`config.mk`:
```
export PLATFORM = sky130hd
export DESIGN_NAME = mac_out_serializer_flat
export DESIGN_NICKNAME = d
export VERILOG_FILES = /design/src/rtl/mac_out_serializer_if.sv /design/src/rtl/mac_out_serializer.sv /design/src/flat_wrapper.sv
export SDC_FILE = /design/constraint.sdc
export NUM_CORES = 1
export LEC_CHECK = 0
export CAP_MARGIN = 40
export CORE_MARGIN = 5
export CORE_UTILIZATION = 45
export CTS_BUF_LIST = sky130_fd_sc_hd__clkbuf_4 sky130_fd_sc_hd__clkbuf_8 sky130_fd_sc_hd__clkbuf_16
export CTS_CLUSTER_DIAMETER = 40
export DETAILED_ROUTE_END_ITERATION = 10
export DONT_BUFFER_PORTS = 1
export SLEW_MARGIN = 20
export SYNTH_ARGS = -nofsm -noshare
export SYNTH_HDL_FRONTEND = slang
export SYNTH_SLANG_ARGS = --single-unit
```
`constraint.sdc`:
```
create_clock -name clk -period 9.29 [get_ports clk]
set_input_delay 1.858 -clock clk [delete_from_list [all_inputs] [get_ports clk]]
set_output_delay 1.858 -clock clk [all_outputs]
set_load 0.01 [all_outputs]
```
`src/rtl/mac_out_serializer_if.sv`:
```
// Handshake/bus bundle between the 512-bit accumulator side and the word-serial output side.
// Latency: n/a (wires only).
// Backpressure: out_ready is the only backpressure input; the capture side has none (cap_drop reports rejects).
//
// Signals:
//   cap, acc_in          capture strobe and 512-bit accumulator result
//   out_data, out_valid  current output word and its valid flag
//   out_ready            downstream accepts the word
//   out_last             final word of the frame
//   busy                 frame in progress
//   cap_drop             one-cycle pulse when a capture is rejected
// Modports: slave = serializer side, master = producer/consumer side.
interface mac_out_serializer_if #(
  parameter int WORD_W = 32
);
  logic              cap;
  logic [511:0]      acc_in;
  logic [WORD_W-1:0] out_data;
  logic              out_valid;
  logic              out_ready;
  logic              out_last;
  logic              busy;
  logic              cap_drop;

  modport slave (
    input  cap, acc_in, out_ready,
    output out_data, out_valid, out_last, busy, cap_drop
  );

  modport master (
    output cap, acc_in, out_ready,
    input  out_data, out_valid, out_last, busy, cap_drop
  );
endinterface

```
`src/rtl/mac_out_serializer.sv`:
```
// Serializes a captured 512-bit accumulator result into NWORDS words of WORD_W bits, LSW first.
// Latency: first word valid one cycle after an accepted cap; a frame takes >= NWORDS cycles (+1 with checksum).
// Backpressure: out_ready low holds out_data/out_last/index; caps arriving mid-frame are dropped with cap_drop.
//
// Ports:
//   clk    rising-edge clock
//   rst_n  synchronous active-low reset
//   bus    mac_out_serializer_if.slave (cap, acc_in, out_ready in; out_data, out_valid, out_last, busy, cap_drop out)
// Optional feature: define MAC_SER_CKSUM_EN to append an XOR checksum word to each frame.
module mac_out_serializer #(
  parameter int WORD_W = 32
) (
  input  logic                  clk,
  input  logic                  rst_n,
  mac_out_serializer_if.slave   bus
);

  localparam int NWORDS = 512 / WORD_W;
  localparam int IDX_W  = $clog2(NWORDS);
  localparam logic [IDX_W-1:0] LAST_IDX = IDX_W'(NWORDS - 1);

`ifdef MAC_SER_CKSUM_EN
  typedef enum logic [1:0] {ST_IDLE, ST_SEND, ST_CKSUM} state_t;
`else
  typedef enum logic {ST_IDLE, ST_SEND} state_t;
`endif

  state_t                       state_q;
  logic [IDX_W-1:0]             idx_q;
  logic [IDX_W-1:0]             idx_d;
  logic [NWORDS-1:0][WORD_W-1:0] shadow_q;
  logic [WORD_W-1:0]            out_data_q;
  logic                         out_valid_q;
  logic                         out_last_q;
  logic                         cap_drop_q;
`ifdef MAC_SER_CKSUM_EN
  logic [WORD_W-1:0]            cksum_q;
  logic [WORD_W-1:0]            cksum_d;
`endif

  logic xfer;
  logic frame_end;
  logic accept;

  assign xfer      = out_valid_q & bus.out_ready;
  // out_last is registered with the word, so a handshake on it is the frame's final one.
  assign frame_end = xfer & out_last_q;
  assign accept    = bus.cap & ((state_q == ST_IDLE) | frame_end);
  assign idx_d     = idx_q + 1'b1;
`ifdef MAC_SER_CKSUM_EN
  // Running XOR of every data word already handed over, including the one on the bus now.
  assign cksum_d   = cksum_q ^ out_data_q;
`endif

  always_ff @(posedge clk) begin
    if (!rst_n) begin
      state_q     <= ST_IDLE;
      idx_q       <= '0;
      shadow_q    <= '0;
      out_data_q  <= '0;
      out_valid_q <= 1'b0;
      out_last_q  <= 1'b0;
      cap_drop_q  <= 1'b0;
`ifdef MAC_SER_CKSUM_EN
      cksum_q     <= '0;
`endif
    end else begin
      cap_drop_q <= bus.cap & ~accept;
      if (accept) begin
        // Word 0 comes straight from acc_in so it is on the bus the cycle after cap.
        state_q     <= ST_SEND;
        idx_q       <= '0;
        shadow_q    <= bus.acc_in;
        out_data_q  <= bus.acc_in[WORD_W-1:0];
        out_valid_q <= 1'b1;
        out_last_q  <= 1'b0;
`ifdef MAC_SER_CKSUM_EN
        cksum_q     <= '0;
`endif
      end else if (xfer) begin
        case (state_q)
          ST_SEND: begin
            if (idx_q == LAST_IDX) begin
`ifdef MAC_SER_CKSUM_EN
              state_q    <= ST_CKSUM;
              out_data_q <= cksum_d;
              out_last_q <= 1'b1;
              cksum_q    <= cksum_d;
`else
              state_q     <= ST_IDLE;
              out_data_q  <= '0;
              out_valid_q <= 1'b0;
              out_last_q  <= 1'b0;
`endif
            end else begin
              idx_q      <= idx_d;
              out_data_q <= shadow_q[idx_d];
`ifdef MAC_SER_CKSUM_EN
              cksum_q    <= cksum_d;
`else
              out_last_q <= (idx_d == LAST_IDX);
`endif
            end
          end
          default: begin
            // Checksum word accepted (or an unreachable state): frame over.
            state_q     <= ST_IDLE;
            out_data_q  <= '0;
            out_valid_q <= 1'b0;
            out_last_q  <= 1'b0;
          end
        endcase
      end
    end
  end

  assign bus.out_data  = out_data_q;
  assign bus.out_valid = out_valid_q;
  assign bus.out_last  = out_last_q;
  assign bus.cap_drop  = cap_drop_q;
  assign bus.busy      = (state_q != ST_IDLE);

endmodule

```
`src/flat_wrapper.sv`:
```
// flat-port wrapper written by rule: the top's interface ports become plain ports
module mac_out_serializer_flat 
#(
  parameter int WORD_W = 32
)
  (clk, rst_n, bus_cap, bus_acc_in, bus_out_ready, bus_out_data, bus_out_valid, bus_out_last, bus_busy, bus_cap_drop);
  mac_out_serializer_if #(.WORD_W(WORD_W)) bus_i ();
  input  logic clk;
  input  logic rst_n;
  input wire logic [$bits(bus_i.cap)-1:0] bus_cap;
  input wire logic [$bits(bus_i.acc_in)-1:0] bus_acc_in;
  input wire logic [$bits(bus_i.out_ready)-1:0] bus_out_ready;
  output wire logic [$bits(bus_i.out_data)-1:0] bus_out_data;
  output wire logic [$bits(bus_i.out_valid)-1:0] bus_out_valid;
  output wire logic [$bits(bus_i.out_last)-1:0] bus_out_last;
  output wire logic [$bits(bus_i.busy)-1:0] bus_busy;
  output wire logic [$bits(bus_i.cap_drop)-1:0] bus_cap_drop;
  assign bus_i.cap = bus_cap;
  assign bus_i.acc_in = bus_acc_in;
  assign bus_i.out_ready = bus_out_ready;
  assign bus_out_data = bus_i.out_data;
  assign bus_out_valid = bus_i.out_valid;
  assign bus_out_last = bus_i.out_last;
  assign bus_busy = bus_i.busy;
  assign bus_cap_drop = bus_i.cap_drop;
  mac_out_serializer #(.WORD_W(WORD_W)) u_core (.clk(clk), .rst_n(rst_n), .bus(bus_i));
endmodule
```
==> Word level (Yosys, flattened, before mapping) <==
Cells that the tools add are included.
{ "word_totals": {"regBits": 552, "inputBits": 516, "out_inout_bits": 36, "wordCells": 56} }
{ "op_classes": {"n_addsub": 1, "n_lt_le_gt_ge": 1, "eq_ne": 3, "mux": 16, "bitwise_logic": 9, "reduce_logical": 4} }
{ "op_table": {"columns": ["operator", "n"], "rows": [
  ["32-bit two-way mux", 5],
  ["32-bit binary-select mux with 4-bit select", 1],
  ["1-bit two-way mux", 10],
  ["4-bit == test (second input constant)", 2],
  ["4-bit by 5-bit less-than comparator with 1-bit output (second input constant)", 1],
  ["4-bit by 1-bit adder with 4-bit output (second input constant)", 1],
  ["1-bit bitwise AND", 4],
  ["1-bit inverter", 4],
  ["3-bit != test (second input constant)", 1],
  ["3-bit AND reduction", 1],
  ["2-bit AND reduction", 1],
  ["2-bit nonzero test", 1],
  ["2-bit OR reduction", 1],
  ["1-bit OR", 1]
]} }

==> Depth between registers and ports, before layout <==
Gate-level depths: netlist of the first run.
{ "logic_depth": {"word_depth": 7, "ltp_mapped": 12, "mapped_depth_nobuf": 6} }

==> Worst setup path before layout of the first run <==
Ideal clock, no wire load.
{ "synth_path": {"kind": "input-to-reg", "start": "input port bus_out_ready", "end": "register u_core.out_data_q[20] (netlist: u_core.bus.out_data[20])", "setup_ps": 122, "t_arrival_ps": 3177, "t_required_ps": 9168, "slack_ps": 5992, "path_stages": 7, "n_path_buf": 2, "cell_sequence": "and2_1 -> a21o_1 -> and2_1 -> clkbuf_1 -> clkbuf_1 -> a22o_1 -> a221o_1"} }
{ "synth_via": {"elab_chain_cells": 5, "word_cells_on_any_way": 6, "classes_between": "mux (1); bitwise (4); reduce/logical (1)"} }
{ "synth_lines": {"columns": ["element", "line", "source"], "rows": [
  ["start, declared", "flat_wrapper.sv:12", "input wire logic [$bits(bus_i.out_ready)-1:0] bus_out_ready;"],
  ["1-bit bitwise AND (*)", "mac_out_serializer.sv:45", "assign xfer = out_valid_q & bus.out_ready;"],
  ["1-bit bitwise AND", "mac_out_serializer.sv:47", "assign frame_end = xfer & out_last_q;"],
  ["1-bit OR", "mac_out_serializer.sv:48", "assign accept = bus.cap & ((state_q == ST_IDLE) | frame_end);"],
  ["1-bit bitwise AND", "mac_out_serializer.sv:48", null],
  ["32-bit two-way mux or 2-bit nonzero test (tied branches)", null, null],
  ["end signal, assigned", "mac_out_serializer.sv:74", "out_data_q <= bus.acc_in[WORD_W-1:0];"],
  ["end signal, assigned", "mac_out_serializer.sv:97", "out_data_q <= shadow_q[idx_d];"],
  ["end, declared", "mac_out_serializer.sv:32", "logic [WORD_W-1:0] out_data_q;"]
]} }
Mark *: on every way between the ends. The rest lies on a longest branch, timed or not.
A chain may end at the register's enable or synchronous reset.

==> Final worst setup path of the first run <==
{ "layout_path": {"start": "register u_core.idx_q[0]", "end": "register u_core.out_data_q[11] (netlist: u_core.bus.out_data[11])"} }
{ "layout_via": {"elab_chain_cells": 7, "word_cells_on_any_way": 8, "classes_between": "add/sub (1); eq/ne (1); mux (6)"} }
{ "layout_lines": {"columns": ["element", "line", "source"], "rows": [
  ["start, declared", "mac_out_serializer.sv:29", "logic [IDX_W-1:0] idx_q;"],
  ["start signal, assigned", "mac_out_serializer.sv:96", "idx_q <= idx_d;"],
  ["4-bit by 1-bit adder with 4-bit output", "mac_out_serializer.sv:49", "assign idx_d = idx_q + 1'b1;"],
  ["32-bit binary-select mux with 4-bit select", "mac_out_serializer.sv:97", null],
  ["32-bit two-way mux (not written as such)", "mac_out_serializer.sv:97", null],
  ["32-bit two-way mux (*)", "mac_out_serializer.sv:83", "if (idx_q == LAST_IDX) begin"],
  ["32-bit two-way mux (*)", "mac_out_serializer.sv:81", "case (state_q)"],
  ["32-bit two-way mux (*)", "mac_out_serializer.sv:80", "end else if (xfer) begin"],
  ["32-bit two-way mux (*)", "mac_out_serializer.sv:69", "if (accept) begin"]
]} }
Mark *: on every way between the ends. The rest lies on a longest branch, timed or not. The select of a mux whose other input is x is not followed.

==> flow_metrics.tcl, run 1 <==
set metrics [dict create \
    tns_ns 0 \
    htreeDepth 3 \
    io_buffers 0 \
    syn_inst 2717 \
    hold_viol 0 \
    cts_buffer_depth 3 \
    numCtsBuffers 89 \
    clkLatencyLatePin_ns 0.62 \
    slowest_delay_ns 0.81 \
    num_vias 18710 \
    areaGrowthSynthToFinish_pct 13.81 \
    nets 3120 \
    wl_met3_mm 6.275 \
    drc 0 \
    layout_min_cycle_time_ns 4.170 \
    hpwlAfterDp_mm 56.85 \
    ys_seq_area_share_pct 45.43 \
    rows 85 \
    p_leak_nw 10.40 \
    antenna_found_initial 9 \
    via_per_inst 5.540 \
    most-common-layout-cells "1,129 x nand2_1, 551 x dfxtp_1, 513 x a21boi_0" \
    top_layer "met5" \
    final_max_slew_viol_count 0 \
    crit_type "flop to flop" \
    initial_core_util_pct 45.29 \
    drt-met1-wl_mm 33.10 \
    synthesis.nets 3235 \
    rsz0062_at_grt "false" \
    peakVddDrop_mv 0.1661 \
    crit_top_cell "buf_4" \
    hold_class "flop to flop" \
    place_ws_ns 4.642 \
    ys.warnings.count 0 \
    core_sq_mm 0.05371 \
    avgSynthCellArea_sq_um 8.952 \
    relSlewSlack_pct 24.95 \
    worstPathArrival_ns 4.68 \
    met2_length_mm 37.57 \
    grtUsageTotal_pct 25.95 \
    cts_tree "built" \
    syn_area_sq_mm 0.02432 \
    slowest_stage "dfxtp_4" \
    cts-root-buf "clkbuf_16" \
    worst_setup_path_start_kind "flop" \
    hold_buffers 0 \
    grt_pass1_vias 18610 \
    clk_pin_slew_ns 0.05 \
    grt_max_degree 551 \
    crit_chain "ha_1, xor2_4, buf_4, buf_4, buf_16, mux4_2, mux2i_1, nor2_1, a221o_1" \
    global_route.overflow_total 0 \
    worst_pin_slew_ns 1.126 \
    endpoint_kind "flop" \
    path_max_fanout 34 \
    wire_per_inst_um 23.49 \
    gp_congestion 0.8282 \
    detail-route-antenna-nets 0 \
    whs_ns 0.4616 \
    power_per_cell_area_mw_per_mm2 234.3 \
    design_area_sq_mm 0.02768 \
    post-route-period-util_pct 44.88 \
    io_pins 552 \
    final_common_cell "nand2_1" \
    clock_skew_ns 0.01982 \
    post_dp_cell_area_sq_mm 0.02450 \
    clock_sinks 552 \
    fmax_ghz 0.2398 \
    die-area_sq_mm 0.05880 \
    drt-total-wl_mm 79.37 \
    maxCapViolCount 0 \
    dr.pass1.iters 5 \
    synth_cell_types 35 \
    post-cts-setup-buffers 0 \
    drive_gt1_share_pct 12.07 \
    cp.required_ns 9.80 \
    die_x_um 242.5 \
    ys_ff_latch 552 \
    cts_resized 0 \
    die-height_um 242.5 \
    setup_ws_ns 5.120 \
    status "finished clean" \
    grt_pass1_wl_mm 117.7 \
    drt_iter0_markers 1554 \
    setup_viol 0 \
]
## final timing paths
kind	slack [ns]	startpoint	cells past startpoint	end
setup / recovery	5.12	u_core.idx_q[0]$_SDFFE_PP0P_	9	u_core.bus.out_data[11]$_SDFFE_PN0P_
hold / removal	0.46	u_core.shadow_q[498]$_SDFFE_PN0P_	2	u_core.shadow_q[498]$_SDFFE_PN0P_
setup reg to reg	5.12	u_core.idx_q[0]$_SDFFE_PP0P_	9	u_core.bus.out_data[11]$_SDFFE_PN0P_
hold reg to reg	0.46	u_core.shadow_q[498]$_SDFFE_PN0P_	2	u_core.shadow_q[498]$_SDFFE_PN0P_
## synthesized netlist by cell type
master / count / share of area [%]
a221o_1: 32 / 1.3
nand4_1: 2 / 0.051
xor2_1: 1 / 0.036
buf_4: 1 / 0.031
nand2b_1: 2 / 0.051
buf_12: 1 / 0.082
clkbuf_1: 150 / 2.3
inv_1: 1 / 0.015
a21boi_0: 513 / 16
xnor2_1: 3 / 0.11
dfxtp_1: 552 / 45
nor2_1: 38 / 0.59
a22o_1: 32 / 1.2
and3_1: 2 / 0.051
o21ai_0: 2 / 0.041
a21o_1: 1 / 0.031
a211oi_1: 1 / 0.031
nor2b_1: 1 / 0.026
ha_1: 2 / 0.10
and2_1: 3 / 0.077
xnor2_2: 1 / 0.067
buf_6: 3 / 0.14
mux2i_1: 31 / 1.3
clkbuf_4: 1 / 0.031
xor2_2: 1 / 0.067
nand2_1: 1130 / 17
buf_8: 2 / 0.12
a2bb2oi_1: 1 / 0.036
a21oi_1: 4 / 0.082
nand3_1: 3 / 0.062
buf_2: 66 / 1.4
inv_2: 1 / 0.015
mux4_2: 128 / 12
nor3_1: 1 / 0.021
buf_1: 4 / 0.062
## stage by stage
stage	cells	power [mW]	utilization, %
final	3378	6.487	51.54
after global routing	3376	6.713	51.53
after CTS	3369	6.534	51.44
after detailed placement	3205	3.110	45.61
after global placement	3201	3.086	45.44
after floorplan	2717	2.989	-
## cells by family (layout without fill, tap and decap cells)
kind of cell | Yosys count | in the layout | share of synthesized area, %
multiplexers | 159 | 159 | 13.13
buffers and inverters | 230 | 188 | 4.172
XOR/XNOR | 6 | 6 | 0.2778
AND/OR/NAND/NOR | 1182 | 1182 | 18.36
flip-flops | 552 | 552 | 45.43
other | 0 | 7 | 0
AO/OA/AOI/OAI | 586 | 586 | 18.52
adder cells (fa/ha/maj) | 2 | 2 | 0.1029
## power breakdown
part / internal (mW) / switching [mW]
sequential: 2.51 / 0.0889
clock: 2.15 / 1.28
combinational: 0.193 / 0.264
## state kept, by name (all words and copies together), names as in the netlist
register and flops:
u_core.bus.busy 1, u_core.idx_q 4, u_core.bus.cap_drop 1, u_core.bus.out_last 1
u_core.shadow_q 512, u_core.bus.out_data 32, u_core.bus.out_valid 1
## layout make-up
class | instances | area, sq um
timing repair buffer | 22 | 287.8
fill | 5019 | 26030
sequential | 552 | 11050
inverter | 2 | 7.507
antenna | 7 | 17.52
tap | 696 | 870.8
multi-input combinational | 1935 | 12320
clock buffer | 102 | 2404
clock inverter | 62 | 724.4
## worst max-delay path, delay by kind of cell (launching register included)
family	cells	cell delay, ns
XOR/XNOR	1	0.17
flip-flops	1	0.81
AND/OR/NAND/NOR	1	0.08
adder cells (fa/ha/maj)	1	0.59
AO/OA/AOI/OAI	1	0.26
buffers and inverters	3	1.10
multiplexers	2	1.00
## layer usage
metal | track usage (%) | vias up
met3 | 8.617 | 121
met4 | 8.593 | 6
li1 | - | 8949
met5 | 0 | -
met2 | 42.29 | 573
met1 | 32.67 | 9064
Note: power is estimated with default switching activity, not from simulation.
==> run 2: changes to the inputs <==
==> constraint.sdc (replaced) <==
create_clock -name clk -period 3.87 [get_ports clk]
set_input_delay 0.774 -clock clk [delete_from_list [all_inputs] [get_ports clk]]
set_output_delay 0.774 -clock clk [all_outputs]
set_load 0.01 [all_outputs]
==> run 2 against run 1 <==
The flow now finishes with violations (slew limit). Clock power up 150%. Wire length grew 5.4%. Cell area up 0.76%. Non-clock buffer count grew 8. Count of clock-buffer cells in the layout shrank 1. Utilization rose by 0.39 points. Total power is 150% higher. Final cell count up 0.33%. Largest cell class unchanged.
==> flow_metrics.tcl, run 2 (synthesis results as in run 1) <==
set metrics [dict create \
    top_register "u_core.shadow_q" \
    die_x_um 242.5 \
    p_leak_nw 10.48 \
    io_pins 552 \
    slowest_stage "mux4_2" \
    cts_buffer_depth 3 \
    drc 0 \
    drt-total-wl_mm 83.63 \
    detail-route-antenna-nets 0 \
    endpoint_kind "flop" \
    hold_buffers 0 \
    cts_tree "built" \
    gp_congestion 0.8882 \
    hold_viol 0 \
    post-route-period-util_pct 78.99 \
    dr.pass1.iters 5 \
    layout_min_cycle_time_ns 3.057 \
    grt_max_degree 551 \
    grt_pass1_vias 18720 \
    path_max_fanout 72 \
    final_cells 3389 \
    clkLatencyLatePin_ns 0.63 \
    via_per_inst 5.599 \
    worst_pin_slew_ns 1.697 \
    drive_gt1_share_pct 12.30 \
    dp_cells 3215 \
    areaGrowthSynthToFinish_pct 14.68 \
    num_vias 18980 \
    clk_pin_slew_ns 0.05 \
    die-height_um 242.5 \
    path_buf_inv 1 \
    htreeDepth 3 \
    setup_viol 0 \
    slowest_delay_ns 0.58 \
    cts_resized 0 \
    nets 3128 \
    largest_reg_flops 512 \
    grtUsageTotal_pct 27.32 \
    io_buffers 0 \
    worst_setup_path_start_kind "flop" \
    final_max_slew_viol_count 141 \
    clock_sinks 552 \
    antenna_found_initial 11 \
    clock_skew_ns 0.02290 \
    multi_input_area_sq_mm 0.01232 \
    relSlewSlack_pct -13.11 \
    cp_top_family "multiplexers" \
    tns_ns 0 \
    power_per_cell_area_mw_per_mm2 571.2 \
    drt_iter0_markers 1758 \
    hpwlAfterDp_mm 61.34 \
    global_route.overflow_total 0 \
    cts-root-buf "clkbuf_16" \
    peakVddDrop_mv 0.3712 \
    n_fill_cell 4937 \
    wire_per_inst_um 24.68 \
    fmax_ghz 0.3271 \
    grt_pass1_wl_mm 121.5 \
    rsz0062_at_grt "false" \
    crit_type "flop to flop" \
    core_sq_mm 0.05371 \
    hold_class "input pin to flop" \
    worstPathArrival_ns 3.57 \
    rows 85 \
    maxCapViolCount 0 \
    crit_chain "ha_1, xor2_4, buf_12, mux4_2, mux2i_1, nor2_1, a221o_1" \
    final_common_cell "nand2_1" \
    cp.required_ns 4.38 \
    die-area_sq_mm 0.05880 \
    numCtsBuffers 89 \
    most-common-layout-cells "1,129 x nand2_1, 551 x dfxtp_1, 513 x a21boi_0" \
    layout.area.seq_sq_mm 0.01105 \
    post-cts-setup-buffers 0 \
    violations "slew limit" \
    initial_core_util_pct 45.29 \
    status "finished with violations" \
]
run 2: cell types whose count changed in the layout (fill, tap and decap cells not counted), moves of 3 or more:
cell | previous run | this run
inv_6 | 13 | 10
buf_12 | 6 | 13
diode_2 | 7 | 11
bufinv_16 | 9 | 15
clkinv_4 | 12 | 6
inv_8 | 4 | 1
buf_4 | 13 | 17
clkinv_8 | 0 | 4
clkinvlp_4 | 10 | 13
run 2: final timing paths:
| check | startpoint | slack, ns | depth (start not counted) | end |
|---|---|---|---|---|
| setup / recovery | u_core.idx_q[1]$_SDFFE_PP0P_ | 0.81 | 7 | u_core.bus.out_data[22]$_SDFFE_PN0P_ |
| hold / removal | bus_cap | 0.28 | 2 | u_core.bus.cap_drop$_SDFF_PN0_ |
| setup reg to reg | u_core.idx_q[1]$_SDFFE_PP0P_ | 0.81 | 7 | u_core.bus.out_data[22]$_SDFFE_PN0P_ |
| hold reg to reg | u_core.shadow_q[11]$_SDFFE_PN0P_ | 0.46 | 2 | u_core.shadow_q[11]$_SDFFE_PN0P_ |
run 2: power by group:
group / switching (mW) / leakage, nW / total (mW) / internal, mW
registers: 0.227 / 4.53 / 6.26 / 6.04
logic: 0.688 / 4.39 / 1.17 / 0.482
clock network: 3.04 / 1.55 / 8.50 / 5.46
run 2: cell type report:
class | count | area share [%]
flip-flops and latches | 552 | 39.63
diodes | 11 | 0.09868
multi-input cells | 1935 | 44.16
inverters | 2 | 0.02691
repair buffers | 30 | 1.391
clock buffers | 101 | 8.442
well taps | 696 | 3.122
clock inverters | 62 | 3.135
run 2: worst register-to-register path, cell delays in order (launching register included):
cell and delay, ns:
dfxtp_1 0.41, ha_1 0.50, xor2_4 0.21, buf_12 0.38, mux4_2 0.73, mux2i_1 0.36
nor2_1 0.09, a221o_1 0.26
run 2: metrics by stage:
stage | total power [mW] | area [sq um] | util, % | setup WS (ns) | hold WS [ns]
floorplan | 7.174 | 24320 | - | 0.6892 | 0.4402
global placement | 7.509 | 24640 | 45.87 | 0.8240 | 0.4463
detailed placement | 7.541 | 24640 | 45.87 | 0.7862 | 0.4526
CTS | 16.03 | 27870 | 51.89 | 0.7731 | 0.2451
global route | 16.48 | 27880 | 51.91 | 0.5610 | 0.2540
finish | 15.93 | 27890 | 51.94 | 0.8129 | 0.2774
run 2: per-layer routing:
metal	up-vias	global-route usage, %	wire, um
met5	-	0	27
met4	4	12.13	3840
met3	139	9.245	7626
met2	719	41.82	37650
met1	9142	35.29	34490
li1	8971	-	-
==> run 3: changes to the inputs <==
==> constraint.sdc (replaced) <==
create_clock -name clk -period 2.57 [get_ports clk]
set_input_delay 0.514 -clock clk [delete_from_list [all_inputs] [get_ports clk]]
set_output_delay 0.514 -clock clk [all_outputs]
set_load 0.01 [all_outputs]
==> run 3 against run 2 <==
Critical path depth increased by 1. Clock power increased by 54%. Register-to-register slack got worse by 0.72 ns. Combinational power increased by 56%. The flow now finishes without violations. Final cell count increased by 1.5%.
==> flow_metrics.tcl, run 3 (synthesis results as in run 1) <==
set metrics [dict create \
    status "finished clean" \
    wire_per_inst_um 24.99 \
    areaGrowthSynthToFinish_pct 17.56 \
    cts_tree "built" \
    worst_setup_path_start_kind "flop" \
    setup_viol 0 \
    grt_max_degree 551 \
    dr.pass1.iters 7 \
    layout_min_cycle_time_ns 2.472 \
    cts_buffer_depth 3 \
    grt_pass1_wl_mm 124.6 \
    p_leak_nw 10.78 \
    final_common_cell "nand2_1" \
    top_register "u_core.shadow_q" \
    core_sq_mm 0.05371 \
    drt_iter0_markers 1698 \
    worst_pin_slew_ns 1.009 \
    post-route-period-util_pct 96.19 \
    whs_ns 0.02734 \
    hold_class "input pin to flop" \
    initial_core_util_pct 45.29 \
    clock_sinks 552 \
    worstPathArrival_ns 2.98 \
    endpoint_kind "flop" \
    sw_frac_of_total_pct 24.99 \
    cts-root-buf "clkbuf_16" \
    largest_reg_flops 512 \
    power_per_cell_area_mw_per_mm2 852.2 \
    drt-total-wl_mm 85.94 \
    gp_congestion 0.8933 \
    die-area_sq_mm 0.05880 \
    cp.required_ns 3.08 \
    die-height_um 242.5 \
    fmax_ghz 0.4045 \
    numCtsBuffers 90 \
    peakVddDrop_mv 0.5840 \
    crit_type "flop to flop" \
    hpwlAfterDp_mm 64.07 \
    clkLatencyLatePin_ns 0.64 \
    maxCapViolCount 0 \
    die_x_um 242.5 \
    drc 0 \
    clk_pin_slew_ns 0.06 \
    grtUsageTotal_pct 28.11 \
    antenna_found_initial 13 \
    io_buffers 0 \
    htreeDepth 3 \
    finalPower_mw 24.37 \
    grt_pass1_vias 19070 \
    nets 3178 \
    tns_ns 0 \
    path_max_fanout 13 \
    global_route.overflow_total 0 \
    post-cts-setup-buffers 0 \
    hold_viol 0 \
    rsz0062_at_grt "false" \
    drive_gt1_share_pct 13.09 \
    final_max_slew_viol_count 0 \
    p_comb_share_pct 7.5 \
    clkPwrFrac_pct 53.7 \
    num_vias 19460 \
    power_switching_mw 6.090 \
    relSlewSlack_pct 32.71 \
    p_int_mw 18.28 \
    seqPwrFrac_pct 38.8 \
    io_pins 552 \
    most-common-layout-cells "1,129 x nand2_1, 551 x dfxtp_1, 513 x a21boi_0" \
    detail-route-antenna-nets 0 \
    rows 85 \
    clock_skew_ns 0.02718 \
    via_per_inst 5.658 \
]
[run 3: area by class of cell]
class                      instances  area (sq um)
inverter                           2         7.507
timing repair buffer              79         996.0
clock inverter                    66         883.3
tap                              696         870.8
multi-input combinational       1935         12350
sequential                       552         11050
antenna                            9         22.52
fill                            4906         25110
clock buffer                     100          2411
[run 3: per-layer routing]
metal  wire length [um]  up-vias  track usage [%]  part of all wire, %
met5                108        -                0                 0.13
met4               3751       14            10.84                  4.4
met3               7577      175            8.903                  8.8
met2              39820      773            44.83                   46
met1              34680     9406            35.84                   40
li1                   -     9089                -                    -
[run 3: worst max-delay path: stages (launching register included)]
cell     delay (ns)
dfxtp_4        0.37
ha_2           0.24
xor2_4         0.19
buf_12         0.21
buf_16         0.17
mux4_2         0.60
mux2i_4        0.22
nor2_1         0.07
a221o_1        0.26
[run 3: repair_timing]
item	4_1_cts	5_1_grt
setup endpoints to repair	2	2
gates resized for setup	4	3
hold buffers	28	0
endpoints found under the hold margin	28	0
gates cloned	0	1
[run 3: stage by stage]
stage	utilization, %	worst slack (ns)	cell area [sq um]	cells
after floorplan	-	0.001418	24410	2717
after global placement	46.39	-0.07541	24920	3234
after detailed placement	46.42	-0.08002	24930	3235
after CTS	53.12	0.008379	28530	3429
after global routing	53.22	0.0005220	28580	3435
final	53.24	0.09781	28590	3439
[run 3: power groups by stage]
stage / Clock (mW) / Sequential [mW] / Combinational [mW]
after global routing: 13.7 / 9.49 / 2.01
after CTS: 13.3 / 9.45 / 1.83
after floorplan: 0 / 9.45 / 1.35
after detailed placement: 0 / 9.63 / 1.78
after global placement: 0 / 9.61 / 1.74
final: 13.1 / 9.46 / 1.83
[run 3: path summary, 6_finish.rpt]
path,startpoint,end,slack [ns],depth (start not counted)
worst max-delay path,u_core.idx_q[0]$_SDFFE_PP0P_,u_core.bus.out_data[6]$_SDFFE_PN0P_,0.1,8
worst min-delay path,bus_acc_in[138],u_core.shadow_q[138]$_SDFFE_PN0P_,0.03,2
worst min register to register,u_core.shadow_q[45]$_SDFFE_PN0P_,u_core.shadow_q[45]$_SDFFE_PN0P_,0.46,2
worst max register to register,u_core.idx_q[0]$_SDFFE_PP0P_,u_core.bus.out_data[6]$_SDFFE_PN0P_,0.1,8
